**src/rtl/mmio_pkg.sv**
```systemverilog
// Address map and read-word layout shared by the MMIO hub and its bench.
// Optional glitch filter in the channels is enabled by MMIO_HUB_DEBOUNCE_EN.
package mmio_pkg;

  localparam int unsigned READ_STATUS_ADDR = 15;
  localparam int unsigned WRITE_BASE       = 16;
  localparam int unsigned MMIO_LIMIT       = 32;

  localparam int unsigned LEVEL_BIT = 0;
  localparam int unsigned COUNT_LSB = 1;

  typedef enum logic [1:0] {
    REGION_READ,
    REGION_WRITE,
    REGION_NONE
  } region_e;

  function automatic region_e decode_region(input logic [31:0] addr);
    region_e region;
    if (addr < 32'(WRITE_BASE)) begin
      region = REGION_READ;
    end else if (addr < 32'(MMIO_LIMIT)) begin
      region = REGION_WRITE;
    end else begin
      region = REGION_NONE;
    end
    return region;
  endfunction

  // Channel read word: level in bit 0, count above it, zeros elsewhere.
  function automatic logic [31:0] pack_chan_word(input logic [30:0] count,
                                                 input logic        level);
    logic [31:0] word;
    word                 = '0;
    word[LEVEL_BIT]      = level;
    word[COUNT_LSB +: 31] = count;
    return word;
  endfunction

endpackage

```
**src/rtl/mmio_in_chan.sv**
```systemverilog
// One sensed input: 2-flop synchronizer, optional glitch filter (MMIO_HUB_DEBOUNCE_EN),
// rising-edge detector and saturating event counter with a clear strobe.
module mmio_in_chan #(
  parameter int CNT_W      = 8,
  parameter int DEB_CYCLES = 1000
) (
  input  logic             clock,
  input  logic             reset,
  input  logic             raw,
  input  logic             clear,
  output logic             level,
  output logic [CNT_W-1:0] count,
  output logic             nonzero
);

  logic             sync1_reg;
  logic             sync2_reg;
  logic [1:0]       fill_reg;
  logic             filt_level;
  logic             prev_reg;
  logic             armed_reg;
  logic             edge_pulse;
  logic [CNT_W-1:0] count_reg;
  logic [CNT_W-1:0] count_next;

  // fill_reg marks when sync2_reg holds a sample taken after reset release.
  always_ff @(posedge clock) begin
    if (!reset) begin
      sync1_reg <= 1'b0;
      sync2_reg <= 1'b0;
      fill_reg  <= '0;
    end else begin
      sync1_reg <= raw;
      sync2_reg <= sync1_reg;
      fill_reg  <= {fill_reg[0], 1'b1};
    end
  end

`ifdef MMIO_HUB_DEBOUNCE_EN
  localparam int DEB_W = $clog2(DEB_CYCLES + 1);

  logic             filt_reg;
  logic [DEB_W-1:0] deb_cnt_reg;

  // deb_cnt_reg counts consecutive samples that disagree with the filtered level.
  always_ff @(posedge clock) begin
    if (!reset) begin
      filt_reg    <= 1'b0;
      deb_cnt_reg <= '0;
    end else if (sync2_reg == filt_reg) begin
      deb_cnt_reg <= '0;
    end else if (deb_cnt_reg == DEB_W'(DEB_CYCLES - 1)) begin
      filt_reg    <= sync2_reg;
      deb_cnt_reg <= '0;
    end else begin
      deb_cnt_reg <= deb_cnt_reg + 1'b1;
    end
  end

  assign filt_level = filt_reg;
`else
  assign filt_level = sync2_reg;
`endif

  // Edges are only counted once a genuine low has been seen after reset,
  // so a level already high at release does not count.
  always_ff @(posedge clock) begin
    if (!reset) begin
      prev_reg  <= 1'b0;
      armed_reg <= 1'b0;
      count_reg <= '0;
    end else begin
      prev_reg  <= filt_level;
      if (fill_reg[1] && !sync2_reg && !filt_level) begin
        armed_reg <= 1'b1;
      end
      count_reg <= count_next;
    end
  end

  assign edge_pulse = armed_reg & filt_level & ~prev_reg;

  always_comb begin
    count_next = count_reg;
    if (clear) begin
      count_next = edge_pulse ? CNT_W'(1) : '0;
    end else if (edge_pulse && (count_reg != '1)) begin
      count_next = count_reg + 1'b1;
    end
  end

  assign level   = filt_level;
  assign count   = count_reg;
  assign nonzero = (count_reg != '0);

endmodule

```
**src/rtl/mmio_hub.sv**
```systemverilog
// Memory-mapped hub: per-input event counters readable at 0..NUM_IN-1, status at 15,
// CPU output registers at 16+j. Build with MMIO_HUB_DEBOUNCE_EN to enable input filtering.
module mmio_hub
  import mmio_pkg::*;
#(
  parameter int NUM_IN     = 4,
  parameter int NUM_OUT    = 9,
  parameter int CNT_W      = 8,
  parameter int DEB_CYCLES = 1000
) (
  input  logic                  clock,
  input  logic                  reset,
  input  logic [31:0]           address_dmem,
  input  logic                  wren,
  input  logic [31:0]           data,
  output logic [31:0]           q_mmio,
  output logic                  is_mmio_rd,
  input  logic [NUM_IN-1:0]     in_raw,
  output logic [NUM_OUT*32-1:0] out_regs,
  output logic                  event_pending
);

  region_e           region;
  logic [NUM_IN-1:0] chan_level;
  logic [NUM_IN-1:0] chan_clear;
  logic [NUM_IN-1:0] chan_nonzero;
  logic [31:0]       chan_word [NUM_IN];
  logic [31:0]       status_word;
  logic [31:0]       q_word;
  logic              event_pending_reg;

  assign region     = decode_region(address_dmem);
  assign is_mmio_rd = (region == REGION_READ);

  genvar gi;
  generate
    for (gi = 0; gi < NUM_IN; gi++) begin : g_chan
      logic [CNT_W-1:0] cnt;

      assign chan_clear[gi] = wren && (region == REGION_READ) &&
                              (address_dmem == 32'(gi));

      mmio_in_chan #(
        .CNT_W      (CNT_W),
        .DEB_CYCLES (DEB_CYCLES)
      ) u_chan (
        .clock   (clock),
        .reset   (reset),
        .raw     (in_raw[gi]),
        .clear   (chan_clear[gi]),
        .level   (chan_level[gi]),
        .count   (cnt),
        .nonzero (chan_nonzero[gi])
      );

      assign chan_word[gi] = pack_chan_word(31'(cnt), chan_level[gi]);
    end

    for (gi = 0; gi < NUM_OUT; gi++) begin : g_out
      logic [31:0] val_reg;

      always_ff @(posedge clock) begin
        if (!reset) begin
          val_reg <= '0;
        end else if (wren && (region == REGION_WRITE) &&
                     (address_dmem == 32'(WRITE_BASE + gi))) begin
          val_reg <= data;
        end
      end

      assign out_regs[32*gi +: 32] = val_reg;
    end
  endgenerate

  assign status_word = 32'(chan_nonzero);

  // Unmapped read addresses below 16 fall through to zero.
  always_comb begin
    q_word = '0;
    if (address_dmem == 32'(READ_STATUS_ADDR)) begin
      q_word = status_word;
    end else begin
      for (int i = 0; i < NUM_IN; i++) begin
        if (address_dmem == 32'(i)) begin
          q_word = chan_word[i];
        end
      end
    end
  end

  assign q_mmio = q_word;

  always_ff @(posedge clock) begin
    if (!reset) begin
      event_pending_reg <= 1'b0;
    end else begin
      event_pending_reg <= |chan_nonzero;
    end
  end

  assign event_pending = event_pending_reg;

endmodule

```
**config.mk**
```make
export PLATFORM = sky130hd
export DESIGN_NAME = mmio_hub
export DESIGN_NICKNAME = d
export VERILOG_FILES = /design/src/rtl/mmio_pkg.sv /design/src/rtl/mmio_in_chan.sv /design/src/rtl/mmio_hub.sv
export SDC_FILE = /design/constraint.sdc
export NUM_CORES = 1
export LEC_CHECK = 0
export ABC_CLOCK_PERIOD_IN_PS = 4550
export CAP_MARGIN = 5
export CORE_UTILIZATION = 35
export CTS_CLUSTER_SIZE = 14
export DETAILED_ROUTE_END_ITERATION = 10
export MAX_ROUTING_LAYER = met4
export PLACE_DENSITY = 0.72
export RECOVER_POWER = 50
export SLEW_MARGIN = 15
export SYNTH_ARGS = -nofsm -noshare
export SYNTH_HDL_FRONTEND = slang
export SYNTH_HIERARCHICAL = 1
export SYNTH_SLANG_ARGS = --single-unit
export TNS_END_PERCENT = 1
```
**constraint.sdc**
```tcl
create_clock -name clock -period 4.55 [get_ports clock]
set_input_delay 1.1375 -clock clock [delete_from_list [all_inputs] [get_ports clock]]
set_output_delay 1.1375 -clock clock [all_outputs]
set_load 0.01 [all_outputs]
```
==> results.toml <==
[run_status]
status = "complete, but fails checks"
violations = "capacitance limit, slew limit"

[placed_design]
placedInstanceArea_sq_um = 18100
io_buffers = 369
gp_congestion = 0.845
dp_hpwl_um = 29500

[floorplan]
rows = 72
ioPinCount = 393
coreArea_sq_um = 38800
die_area_sq_um = 40300
die_y_um = 201
die_x_um = 201
initial_core_util = 0.356

[sta]
slew_viol_final = 87
rsz0062_at_grt = "false"
fmax_mhz = 227
fin_skew_ns = 0.0150
fin_setup_tns_ns = 0
hold_viol = 0
fin_crit_sh = 0.966
tightestPinTransition_ns = 2.04
maxSlewHeadroom = -0.359
finalCriticalPeriod_ns = 4.40
finalSetupViolations = 0
hold_slack_ns = 0.415

[synthesis]
synth_area_per_cell_sq_um = 10.0
synthDistinctLibCells = 47
netlist_instances = 1377
yosysMostFrequentCell = "nand2_1"
synth_common_cells = "nand2_1, dfxtp_1, mux2i_1"
yosysTopAreaCellShare = 0.500
synth_seq_cells = 345
syn-cell-area_sq_um = 13800
ys_async_sr_fraction = 0
synth_top_cell_by_area = "dfxtp_1"
synthTopCellsByArea = "dfxtp_1, mux2i_1, nand2_1, buf_4, clkbuf_1"
synth-edff-count = 0
synthFlopType = "dfxtp_1"
ys_seq_area_frac = 0.500
ys.warnings.count = 6

[route]
drtPass1Iterations = 7
wl_um = 43100
vias = 11363
drt_iter0_markers = 504
viasPerCell = 4.98
antenna_left = 0
wl_per_cell_um = 18.9
drc_errors = 0

[worst_setup_path]
crit_buf_inv = 4
max_stage_delay_ns = 0.56
crit_family = "buffers and inverters"
crit_path_end_kind = "output port"
cp.arrival_ns = 3.26
worst_r2r_startpoint = "g_chan[2].u_chan/count[1]$_SDFFE_PN0P_"
cp.required_ns = 3.41
timing.rr.end = "event_pending$_SDFF_PN0_"
worstPathCellList = "clkdlybuf4s50_1 > nor4_2 > nand4_1 > buf_4 > buf_4 > nand2b_1 > a21oi_1 > clkdlybuf4s50_1"
r2r_slack_ns = 2.93
worstSetupPathType = "input port to output port"
worstPathMaxFanout = 5
ff2ff_path_depth = 5
cp_slowest_cell = "clkdlybuf4s50_1"
critPathLaunchType = "input port"

[pwr]
max-vdd-ir-drop_v = 0.000234
total_power_mw = 6.24
intPower_mw = 4.80
seq_power_share = 0.487
p_leak_nw = 7.68
netSwitchingPower_mw = 1.44
clkPwrFrac = 0.472
p_comb_frac = 0.041
switching_share = 0.231
powerDensity_nw_per_um2 = 324

[clock_network]
cts_tree = "done"
cts.clk_slew.worst_paths_ns = 0.06
clk_path_buf_depth = 3
htree_levels = 2
numCtsBuffers = 38
insertion_delay_ns = 0.55
clkSinkCount = 345
cts_root_buf = "clkbuf_16"

[grt]
grt_overflow = 0
grt_max_degree = 88
grt_pass1_vias = 11405
antenna_found_initial = 0
track_usage = 0.216
grt_pass1_wl_um = 66200

[min_path]
min_to = "g_chan[2].u_chan/level$_SDFF_PN0_"
holdPathStages = 1
hp-start = "g_chan[2].u_chan/sync1_reg$_SDFF_PN0_"
hold_class = "register to register"

[flow_run]
drv_cap = 1

[cells_and_area]
nNetsFinal = 1820
final_cell_area_sq_um = 19300
largest_register_ffs = 288
syn2layout_area_growth_pct = 39.4
diodes = 0
drive_above_1_share = 0.0737
fin_util = 0.496
fill_cells = 3508
[worst max path at each step]
stage	from	endpoint	slack, ns	cells past startpoint
after floorplan	address_dmem[14]	q_mmio[4]	0.80	6
after global placement	address_dmem[25]	q_mmio[4]	-0.0005	7
after detailed placement	address_dmem[16]	q_mmio[8]	-0.11	7
after CTS	address_dmem[16]	q_mmio[2]	0.02	8
after global routing	address_dmem[16]	q_mmio[0]	0.04	8
final	address_dmem[16]	q_mmio[0]	0.15	8
[per-layer routing]
layer  wire (um)  global-route usage
met1       18000               0.251
met2       20700               0.359
met3        3060              0.0544
met4        1320              0.0834
met5           0                   -
[power by group through the flow]
stage | clock network [mW] | logic [mW] | registers, mW
2_1_floorplan | 0 | 0.136 | 3.10
3_3_place_gp | 0 | 0.254 | 3.11
3_5_place_dp | 0 | 0.257 | 3.11
4_1_cts | 3.03 | 0.258 | 3.04
5_1_grt | 3.16 | 0.276 | 3.04
6_report | 2.95 | 0.254 | 3.04
[layout by cell type (no fill, tap or decap), drive strengths merged, types with 4 or more instances in the layout]
cell / instances
o21a: 4
clkinv: 12
o21ai: 6
and3b: 4
nand2: 361
conb: 23
a21oi: 12
inv: 13
mux2i: 306
nor4: 17
buf: 41
ha: 8
a31oi: 8
mux2: 4
dlygate4sd3: 289
a311oi: 18
and3: 12
nand4: 5
nand3b: 4
clkbuf: 51
nor4b: 4
a41oi: 8
and2: 21
nand3: 14
dlymetal6s2s: 4
o31a: 4
o22ai: 6
dfxtp: 345
nor2b: 17
o32ai: 4
nand2b: 15
nor3: 15
nor2: 10
a211oi: 12
clkdlybuf4s50: 73
[through the flow]
| stage | cells | setup WS, ns |
|---|---|---|
| final | 2282 | 0.153 |
| after global routing | 2282 | 0.0410 |
| after CTS | 2282 | 0.0224 |
| after detailed placement | 2219 | -0.114 |
| after global placement | 2219 | -0.000547 |
| after floorplan | 1399 | 0.804 |
[cell type report]
cell class	instances	area, sq um	area share
Sequential cell	345	6910	0.359
Inverter	10	37.5	0.00195
Tap cell	518	648	0.0336
Clock buffer	47	1020	0.0532
Clock inverter	16	154	0.00799
Timing Repair Buffer	413	4120	0.214
Multi-Input combinational cell	933	6370	0.331
[repair_timing]
action	in CTS	in global routing
buffers inserted	0	0
hold buffers	0	0
resized for setup	4	6
cloned	0	0
endpoints found under the setup margin	4	4
[cells by family (layout without fill, tap and decap cells)]
group,count (synthesis),in the layout,share of synthesized area
AO/OA/AOI/OAI,85,85,0.0470
multiplexers,311,311,0.227
buffers and inverters,121,486,0.0497
AND/OR/NAND/NOR,506,506,0.170
other,1,23,0.000271
adder cells (fa/ha/maj),8,8,0.00724
flip-flops,345,345,0.500
No activity file was read; power rests on OpenSTA's default activity.
